[src/rtl/calc_pkg.sv]
// Shared key codes, ALU opcodes, FSM state encoding and operand width for the BCD calculator front end.
package calc_pkg;

    localparam int BCD_W = 9;

    localparam logic [3:0] KEY_ADD    = 4'd10;
    localparam logic [3:0] KEY_SUB    = 4'd11;
    localparam logic [3:0] KEY_EQUALS = 4'd12;
    localparam logic [3:0] KEY_CLEAR  = 4'd13;
    localparam logic [3:0] KEY_NEG    = 4'd14;
    localparam logic [3:0] KEY_NONE   = 4'd15;

    localparam logic [2:0] OP_ADD = 3'b001;
    localparam logic [2:0] OP_SUB = 3'b010;

    typedef enum logic [1:0] {
        ENTER_OP1,
        ENTER_OP2,
        RESULT
    } state_e;

    function automatic logic is_digit_key(input logic [3:0] code);
        return code <= 4'd9;
    endfunction

endpackage

[src/rtl/calc_entry_fsm_if.sv]
// Keypad/ALU/display bundle; master = keypad scanner + ALU side, slave = entry FSM.
interface calc_entry_fsm_if;
    import calc_pkg::*;

    logic             key_strobe;
    logic [3:0]       key_code;
    logic [BCD_W-1:0] alu_result;
    logic             alu_oflag;
    logic [BCD_W-1:0] op1;
    logic [BCD_W-1:0] op2;
    logic [2:0]       opcode;
    logic [BCD_W-1:0] disp_value;
    logic             disp_err;
    logic             result_valid;

    modport master (
        output key_strobe, key_code, alu_result, alu_oflag,
        input  op1, op2, opcode, disp_value, disp_err, result_valid
    );

    modport slave (
        input  key_strobe, key_code, alu_result, alu_oflag,
        output op1, op2, opcode, disp_value, disp_err, result_valid
    );

endinterface

[src/rtl/bcd_operand_reg.sv]
// Signed BCD operand register: digit shift-in with saturation, sign toggle, clear and parallel load.
// Updates on the clock edge of the request; no backpressure, requests are one-cycle and never stall.
module bcd_operand_reg
    import calc_pkg::*;
#(
    parameter int DIGITS = 2,
    localparam int W     = 4*DIGITS + 1,
    localparam int CNT_W = $clog2(DIGITS + 1)
) (
    input  logic             clk,
    input  logic             rst,
    input  logic             i_clear,
    input  logic             i_load,
    input  logic [W-1:0]     i_load_val,
    input  logic [CNT_W-1:0] i_load_cnt,
    input  logic             i_digit_vld,
    input  logic [3:0]       i_digit,
    input  logic             i_neg,
    output logic [W-1:0]     o_value,
    output logic [CNT_W-1:0] o_cnt
);

    logic [W-1:0]     r_value;
    logic [CNT_W-1:0] r_cnt;
    logic             w_full;
    logic             w_leading_zero;
    logic             w_digit_take;
    logic             w_mag_nz;

    assign w_full         = (r_cnt == CNT_W'(DIGITS));
    assign w_leading_zero = (r_cnt == '0) && (i_digit == 4'd0);
    assign w_digit_take   = i_digit_vld && !w_full && !w_leading_zero;
    // Sign only flips on a non-zero magnitude so negative zero can never be formed.
    assign w_mag_nz       = |r_value[W-2:0];

    always_ff @(posedge clk or posedge rst) begin
        if (rst) begin
            r_value <= '0;
            r_cnt   <= '0;
        end else if (i_clear) begin
            r_value <= '0;
            r_cnt   <= '0;
        end else if (i_load) begin
            r_value <= i_load_val;
            r_cnt   <= i_load_cnt;
        end else if (w_digit_take) begin
            r_value <= {r_value[W-1], r_value[W-6:0], i_digit};
            r_cnt   <= r_cnt + 1'b1;
        end else if (i_neg && w_mag_nz) begin
            r_value[W-1] <= ~r_value[W-1];
        end
    end

    assign o_value = r_value;
    assign o_cnt   = r_cnt;

endmodule

[src/rtl/calc_entry_fsm.sv]
// Keypad-to-ALU entry FSM: builds two signed BCD operands, latches opcode, captures ALU result on EQUALS.
// Keys act on their strobe edge, result_valid one cycle later; `CALC_CHAIN_EN lets ADD/SUB chain off a result.
module calc_entry_fsm
    import calc_pkg::*;
#(
    parameter int DIGITS = 2
) (
    input  logic           clk,
    input  logic           rst,
    calc_entry_fsm_if.slave bus
);

    localparam int W     = 4*DIGITS + 1;
    localparam int CNT_W = $clog2(DIGITS + 1);

    state_e           r_state, w_state_nxt;
    logic [2:0]       r_opcode, w_opcode_nxt;
    logic [W-1:0]     r_result, w_result_nxt;
    logic             r_err, w_err_nxt;
    logic             r_result_vld, w_result_vld_nxt;

    logic             w_key_vld;
    logic             w_is_digit;
    logic             w_is_addsub;
    logic [2:0]       w_op_sel;

    logic             w_op1_clr, w_op1_load, w_op1_digit, w_op1_neg;
    logic [W-1:0]     w_op1_load_val;
    logic [CNT_W-1:0] w_op1_load_cnt;
    logic [W-1:0]     w_op1_value;
    logic [CNT_W-1:0] w_op1_cnt_unused;

    logic             w_op2_clr, w_op2_digit, w_op2_neg;
    logic [W-1:0]     w_op2_value;
    logic [CNT_W-1:0] w_op2_cnt;
    logic             w_op2_has_digits;

    assign w_key_vld        = bus.key_strobe && (bus.key_code != KEY_NONE);
    assign w_is_digit       = is_digit_key(bus.key_code);
    assign w_is_addsub      = (bus.key_code == KEY_ADD) || (bus.key_code == KEY_SUB);
    assign w_op_sel         = (bus.key_code == KEY_SUB) ? OP_SUB : OP_ADD;
    assign w_op2_has_digits = (w_op2_cnt != '0);

    bcd_operand_reg #(.DIGITS(DIGITS)) u_op1 (
        .clk         (clk),
        .rst         (rst),
        .i_clear     (w_op1_clr),
        .i_load      (w_op1_load),
        .i_load_val  (w_op1_load_val),
        .i_load_cnt  (w_op1_load_cnt),
        .i_digit_vld (w_op1_digit),
        .i_digit     (bus.key_code),
        .i_neg       (w_op1_neg),
        .o_value     (w_op1_value),
        .o_cnt       (w_op1_cnt_unused)
    );

    bcd_operand_reg #(.DIGITS(DIGITS)) u_op2 (
        .clk         (clk),
        .rst         (rst),
        .i_clear     (w_op2_clr),
        .i_load      (1'b0),
        .i_load_val  ('0),
        .i_load_cnt  ('0),
        .i_digit_vld (w_op2_digit),
        .i_digit     (bus.key_code),
        .i_neg       (w_op2_neg),
        .o_value     (w_op2_value),
        .o_cnt       (w_op2_cnt)
    );

    always_ff @(posedge clk or posedge rst) begin
        if (rst) begin
            r_state      <= ENTER_OP1;
            r_opcode     <= OP_ADD;
            r_result     <= '0;
            r_err        <= 1'b0;
            r_result_vld <= 1'b0;
        end else begin
            r_state      <= w_state_nxt;
            r_opcode     <= w_opcode_nxt;
            r_result     <= w_result_nxt;
            r_err        <= w_err_nxt;
            r_result_vld <= w_result_vld_nxt;
        end
    end

    always_comb begin
        w_state_nxt      = r_state;
        w_opcode_nxt     = r_opcode;
        w_result_nxt     = r_result;
        w_err_nxt        = r_err;
        w_result_vld_nxt = 1'b0;
        w_op1_clr        = 1'b0;
        w_op1_load       = 1'b0;
        w_op1_load_val   = '0;
        w_op1_load_cnt   = '0;
        w_op1_digit      = 1'b0;
        w_op1_neg        = 1'b0;
        w_op2_clr        = 1'b0;
        w_op2_digit      = 1'b0;
        w_op2_neg        = 1'b0;

        if (w_key_vld) begin
            if (bus.key_code == KEY_CLEAR) begin
                w_state_nxt  = ENTER_OP1;
                w_opcode_nxt = OP_ADD;
                w_result_nxt = '0;
                w_err_nxt    = 1'b0;
                w_op1_clr    = 1'b1;
                w_op2_clr    = 1'b1;
            end else begin
                case (r_state)
                    ENTER_OP1: begin
                        if (w_is_digit) begin
                            w_op1_digit = 1'b1;
                        end else if (bus.key_code == KEY_NEG) begin
                            w_op1_neg = 1'b1;
                        end else if (w_is_addsub) begin
                            w_opcode_nxt = w_op_sel;
                            w_op2_clr    = 1'b1;
                            w_state_nxt  = ENTER_OP2;
                        end
                    end
                    ENTER_OP2: begin
                        if (w_is_digit) begin
                            w_op2_digit = 1'b1;
                        end else if (bus.key_code == KEY_NEG) begin
                            w_op2_neg = 1'b1;
                        end else if (w_is_addsub && !w_op2_has_digits) begin
                            w_opcode_nxt = w_op_sel;
                        end else if (bus.key_code == KEY_EQUALS && w_op2_has_digits) begin
                            // Operands and opcode are registers, so the ALU output is settled this cycle.
                            w_result_nxt     = bus.alu_result;
                            w_err_nxt        = bus.alu_oflag;
                            w_result_vld_nxt = 1'b1;
                            w_state_nxt      = RESULT;
                        end
                    end
                    RESULT: begin
                        if (w_is_digit) begin
                            w_op1_load     = 1'b1;
                            w_op1_load_val = {{(W-4){1'b0}}, bus.key_code};
                            w_op1_load_cnt = CNT_W'(1);
                            w_err_nxt      = 1'b0;
                            w_state_nxt    = ENTER_OP1;
                        end
`ifdef CALC_CHAIN_EN
                        else if (w_is_addsub && !r_err) begin
                            w_op1_load     = 1'b1;
                            w_op1_load_val = r_result;
                            w_op1_load_cnt = CNT_W'(DIGITS);
                            w_opcode_nxt   = w_op_sel;
                            w_op2_clr      = 1'b1;
                            w_state_nxt    = ENTER_OP2;
                        end
`endif
                    end
                    default: begin
                        w_state_nxt = ENTER_OP1;
                    end
                endcase
            end
        end
    end

    always_comb begin
        bus.disp_value = w_op1_value;
        case (r_state)
            ENTER_OP2: bus.disp_value = w_op2_has_digits ? w_op2_value : w_op1_value;
            RESULT:    bus.disp_value = r_err ? '0 : r_result;
            default:   bus.disp_value = w_op1_value;
        endcase
    end

    assign bus.op1          = w_op1_value;
    assign bus.op2          = w_op2_value;
    assign bus.opcode       = r_opcode;
    assign bus.disp_err     = r_err;
    assign bus.result_valid = r_result_vld;

endmodule
[src/flat_wrapper.sv]
// flat-port wrapper written by rule: the top's interface ports become plain ports
module calc_entry_fsm_flat import calc_pkg::*;
#(
    parameter int DIGITS = 2
)
  (clk, rst, bus_key_strobe, bus_key_code, bus_alu_result, bus_alu_oflag, bus_op1, bus_op2, bus_opcode, bus_disp_value, bus_disp_err, bus_result_valid);
  calc_entry_fsm_if bus_i ();
  input  logic clk;
  input  logic rst;
  input wire logic [$bits(bus_i.key_strobe)-1:0] bus_key_strobe;
  input wire logic [$bits(bus_i.key_code)-1:0] bus_key_code;
  input wire logic [$bits(bus_i.alu_result)-1:0] bus_alu_result;
  input wire logic [$bits(bus_i.alu_oflag)-1:0] bus_alu_oflag;
  output wire logic [$bits(bus_i.op1)-1:0] bus_op1;
  output wire logic [$bits(bus_i.op2)-1:0] bus_op2;
  output wire logic [$bits(bus_i.opcode)-1:0] bus_opcode;
  output wire logic [$bits(bus_i.disp_value)-1:0] bus_disp_value;
  output wire logic [$bits(bus_i.disp_err)-1:0] bus_disp_err;
  output wire logic [$bits(bus_i.result_valid)-1:0] bus_result_valid;
  assign bus_i.key_strobe = bus_key_strobe;
  assign bus_i.key_code = bus_key_code;
  assign bus_i.alu_result = bus_alu_result;
  assign bus_i.alu_oflag = bus_alu_oflag;
  assign bus_op1 = bus_i.op1;
  assign bus_op2 = bus_i.op2;
  assign bus_opcode = bus_i.opcode;
  assign bus_disp_value = bus_i.disp_value;
  assign bus_disp_err = bus_i.disp_err;
  assign bus_result_valid = bus_i.result_valid;
  calc_entry_fsm #(.DIGITS(DIGITS)) u_core (.clk(clk), .rst(rst), .bus(bus_i));
endmodule
[config.mk]
export PLATFORM = sky130hd
export DESIGN_NAME = calc_entry_fsm_flat
export DESIGN_NICKNAME = d
export VERILOG_FILES = /design/src/rtl/calc_pkg.sv /design/src/rtl/calc_entry_fsm_if.sv /design/src/rtl/bcd_operand_reg.sv /design/src/rtl/calc_entry_fsm.sv /design/src/flat_wrapper.sv
export SDC_FILE = /design/constraint.sdc
export NUM_CORES = 1
export LEC_CHECK = 0
export BUFFER_PORTS_ARGS = -buffer_cell sky130_fd_sc_hd__buf_2
export CORE_MARGIN = 2
export CORE_UTILIZATION = 30
export DETAILED_ROUTE_END_ITERATION = 7
export PLACE_DENSITY = 0.47
export SKIP_LAST_GASP = 1
export SLEW_MARGIN = 10
export SYNTH_ARGS = -nofsm -noshare
export SYNTH_HDL_FRONTEND = slang
export SYNTH_SLANG_ARGS = --single-unit
[constraint.sdc]
create_clock -name clk -period 2.1 [get_ports clk]
set_input_delay 0 -clock clk [delete_from_list [all_inputs] [get_ports clk]]
set_output_delay 0 -clock clk [all_outputs]
set_load 0.02 [all_outputs]
==> results.ini <==
[logic_synthesis]
synth_area_mm2 = 0.002173
netlist.area_leader.share = 0.4145
synth_seq_cells = 37
synth_edf_count = 0
synthTopCellsByArea = dfrtp_1, a22o_1, nand2_1
synthCells = 226
yosysSeqAreaShare = 0.4266
ys_warn_count = 0
synth_flop_cell = dfrtp_1
syn_avg_cell_area_um2 = 9.617
yosysTopAreaCell = dfrtp_1
syn_nets = 250
ys_types = 45
ys_async_sr_fraction = 1.000

[cts]
cts_made_buffers = 5
tritoncts = done
cts.sinks = 37
post-cts-setup-buffers = 0
cts_buffer_depth = 2
clk_pin_slew_ns = 0.08
clockRootBuffer = clkbuf_8
cts_max_level = 2
clk_latency_ns = 0.30

[routing]
drt_iter0_markers = 131
drtPass1Iterations = 4
drc_errors = 0
viasPerCell = 4.830
routed_wl_um = 5884
vias = 1845
wl_per_cell_um = 15.40
ant_nets = 0

[layout]
area_growth_pct = 25.96
layout.nets = 306
antenna_cells = 0
fin_cells = 382
drive_gt1_frac = 0.2968

[worst_setup_path]
crit_required_ns = 2.10
crit_path_end = bus_disp_value[1]
r2r_setup_slack_ns = 0.32
startpoint_type = register
r2r_start = u_core.r_state[0]$_DFFE_PP0P_
r2r-end = u_core.u_op1.o_value[0]$_DFFE_PP0P_
path_max_fanout = 11
critPathLaunch = u_core.r_state[0]$_DFFE_PP0P_
arrival_ns = 1.94
reg2reg_depth = 6
critical_path_class = register to output pin
critical_path.endpoint_type = output pin

[floorplan]
die_w_um = 89.12
ios = 49
dieArea_mm2 = 0.007941
fp-row-count = 31
fp.dieH_um = 89.12
core_mm2 = 0.007137
start_util = 0.3045

[status]
status = completed

[sta]
rsz0062_at_grt = no
period_needed_ns = 1.935
slew_headroom = 0.6020
maxSlewViolCount = 0
final-setup-viol-count = 0
fin_worst_skew_ns = 0.01023
tightest_slew_ns = 0.5966
setup-tns-final_ns = 0
period_share = 0.9214
fmax_mhz = 516.8
finalHoldViolCount = 0

[hold_path]
hold_class = input pin to register
hp-start = bus_key_code[0]
min_path_cells = 2

[global_routing]
antenna_found_initial = 0
grtUsageTotal = 0.1575
grt_pass1_wl_um = 9432
grt_max_degree = 38
grt-ovfl-total = 0
grt_pass1_vias = 1686

[pwr]
leakage_nw = 1.367
powerDensity_mw_per_mm2 = 1459
vdd_drop_max_v = 0.0004040

[placed_design]
hpwl_um = 4276
gp_congestion = 0.8188
port_buffers = 47
place_inst = 364

[flow_run]
drv_cap = 0

==> layout by cell type, fill, tap and decap left out, drive strengths merged <==
cell and instances:
a22o 19, a21oi 6, clkbuf 5, dfrtp 36
dlygate4sd3 10, o311a 1, bufinv 2, mux2 5
buf 54, o21ai 22, ha 7, xor2 1
o21bai 1, nand3 19, nor3b 2, a31oi 1
nand4b 3, xnor2 2, conb 1, nor3 2
and3 2, o211ai 1, nand2b 2, nor2b 5
o2bb2ai 1, nor4 5, mux2i 9, a32oi 1
dfstp 1, nand2 29, nor2 6, nand4 1
a22oi 1, inv 18, and2 1, a32o 1
==> metrics by stage <==
stage / setup WS (ns) / instance area [um^2] / total power [mW] / utilization / hold WS [ns]
6_report: 0.1650 / 2738 / 3.995 / 0.3836 / 0.05166
5_1_grt: 0.02225 / 2738 / 4.319 / 0.3836 / 0.05469
4_1_cts: 0.01354 / 2730 / 4.021 / 0.3825 / 0.04237
3_5_place_dp: 0.2318 / 2492 / 3.229 / 0.3492 / 0.1437
3_3_place_gp: 0.2961 / 2492 / 3.224 / 0.3492 / 0.1492
2_1_floorplan: 0.3741 / 2173 / 2.601 / - / 0.1360
==> area by class of cell <==
type | count | area (um^2)
clock buffers | 5 | 68.82
clock inverters | 3 | 68.82
fillers | 779 | 4399
inverters | 17 | 63.81
multi-input cells | 157 | 1097
flip-flops and latches | 37 | 927.1
well taps | 99 | 123.9
repair buffers | 64 | 387.9
==> registers in the layout, summed over array words and instances (netlist names) <==
| name | cells |
|---|---|
| u_core.r_state | 2 |
| u_core.u_op1.o_value | 9 |
| u_core.u_op1.o_cnt | 2 |
| u_core.r_result | 9 |
| u_core.bus.disp_err | 1 |
| u_core.bus.result_valid | 1 |
| u_core.u_op2.o_cnt | 2 |
| u_core.bus.opcode | 2 |
| u_core.u_op2.o_value | 9 |
==> metal layers <==
| layer | global-route usage | up-vias | part of all wire |
|---|---|---|---|
| li1 | - | 915 | - |
| met1 | 0.2208 | 890 | 0.48 |
| met2 | 0.2404 | 35 | 0.47 |
| met3 | 0.03786 | 5 | 0.039 |
| met4 | 0.04885 | 0 | 0.013 |
| met5 | 0 | - | 0 |
==> critical path, cell delays in order (launching register included) <==
cell and delay [ns]:
dfrtp_1 0.36, inv_1 0.08, ha_2 0.47, nand2_1 0.26, a22o_1 0.30, buf_2 0.16
==> synth_stat cells (all sizes together), types with 2 or more instances <==
cell and instances:
mux2 5, nor4 5, inv 17, nand4b 3, nor2b 5, nand2b 2
ha 7, xnor2 2, nand2 29, buf 11, nor3 2, nor2 6
nand3 19, mux2i 9, a22o 19, nor3b 2, dfrtp 36, a21oi 6
o21ai 22, and3 2, clkbuf 4
==> power by group <==
part           leakage, nW  switching [mW]  internal (mW)  total, mW
combinational        0.826            1.14          0.800       1.94
clock               0.0687           0.292          0.479      0.771
sequential           0.472           0.283          0.999       1.28
==> worst min path at each step <==
stage,to
CTS,u_core.bus.result_valid$_DFF_PP0_
detailed placement,u_core.u_op1.o_value[4]$_DFFE_PP0P_
floorplan,u_core.r_result[0]$_DFFE_PP0P_
finish,u_core.bus.result_valid$_DFF_PP0_
global route,u_core.bus.result_valid$_DFF_PP0_
global placement,u_core.u_op1.o_value[7]$_DFFE_PP0P_
==> kinds of logic after synthesis <==
| family | synth area share |
|---|---|
| AO/OA/AOI/OAI | 0.1785 |
| buffers and inverters | 0.07195 |
| other | 0.001725 |
| adder cells (fa/ha/maj) | 0.04030 |
| multiplexers | 0.07427 |
| XOR/XNOR | 0.01209 |
| AND/OR/NAND/NOR | 0.1946 |
| flip-flops | 0.4266 |
==> repair_timing <==
action                                 CTS  global route
endpoints found under the hold margin   45             0
setup endpoints to repair                0             9
gates resized for setup                  0             3
hold buffers                            10             0
Power figures use the tool's default switching activity.
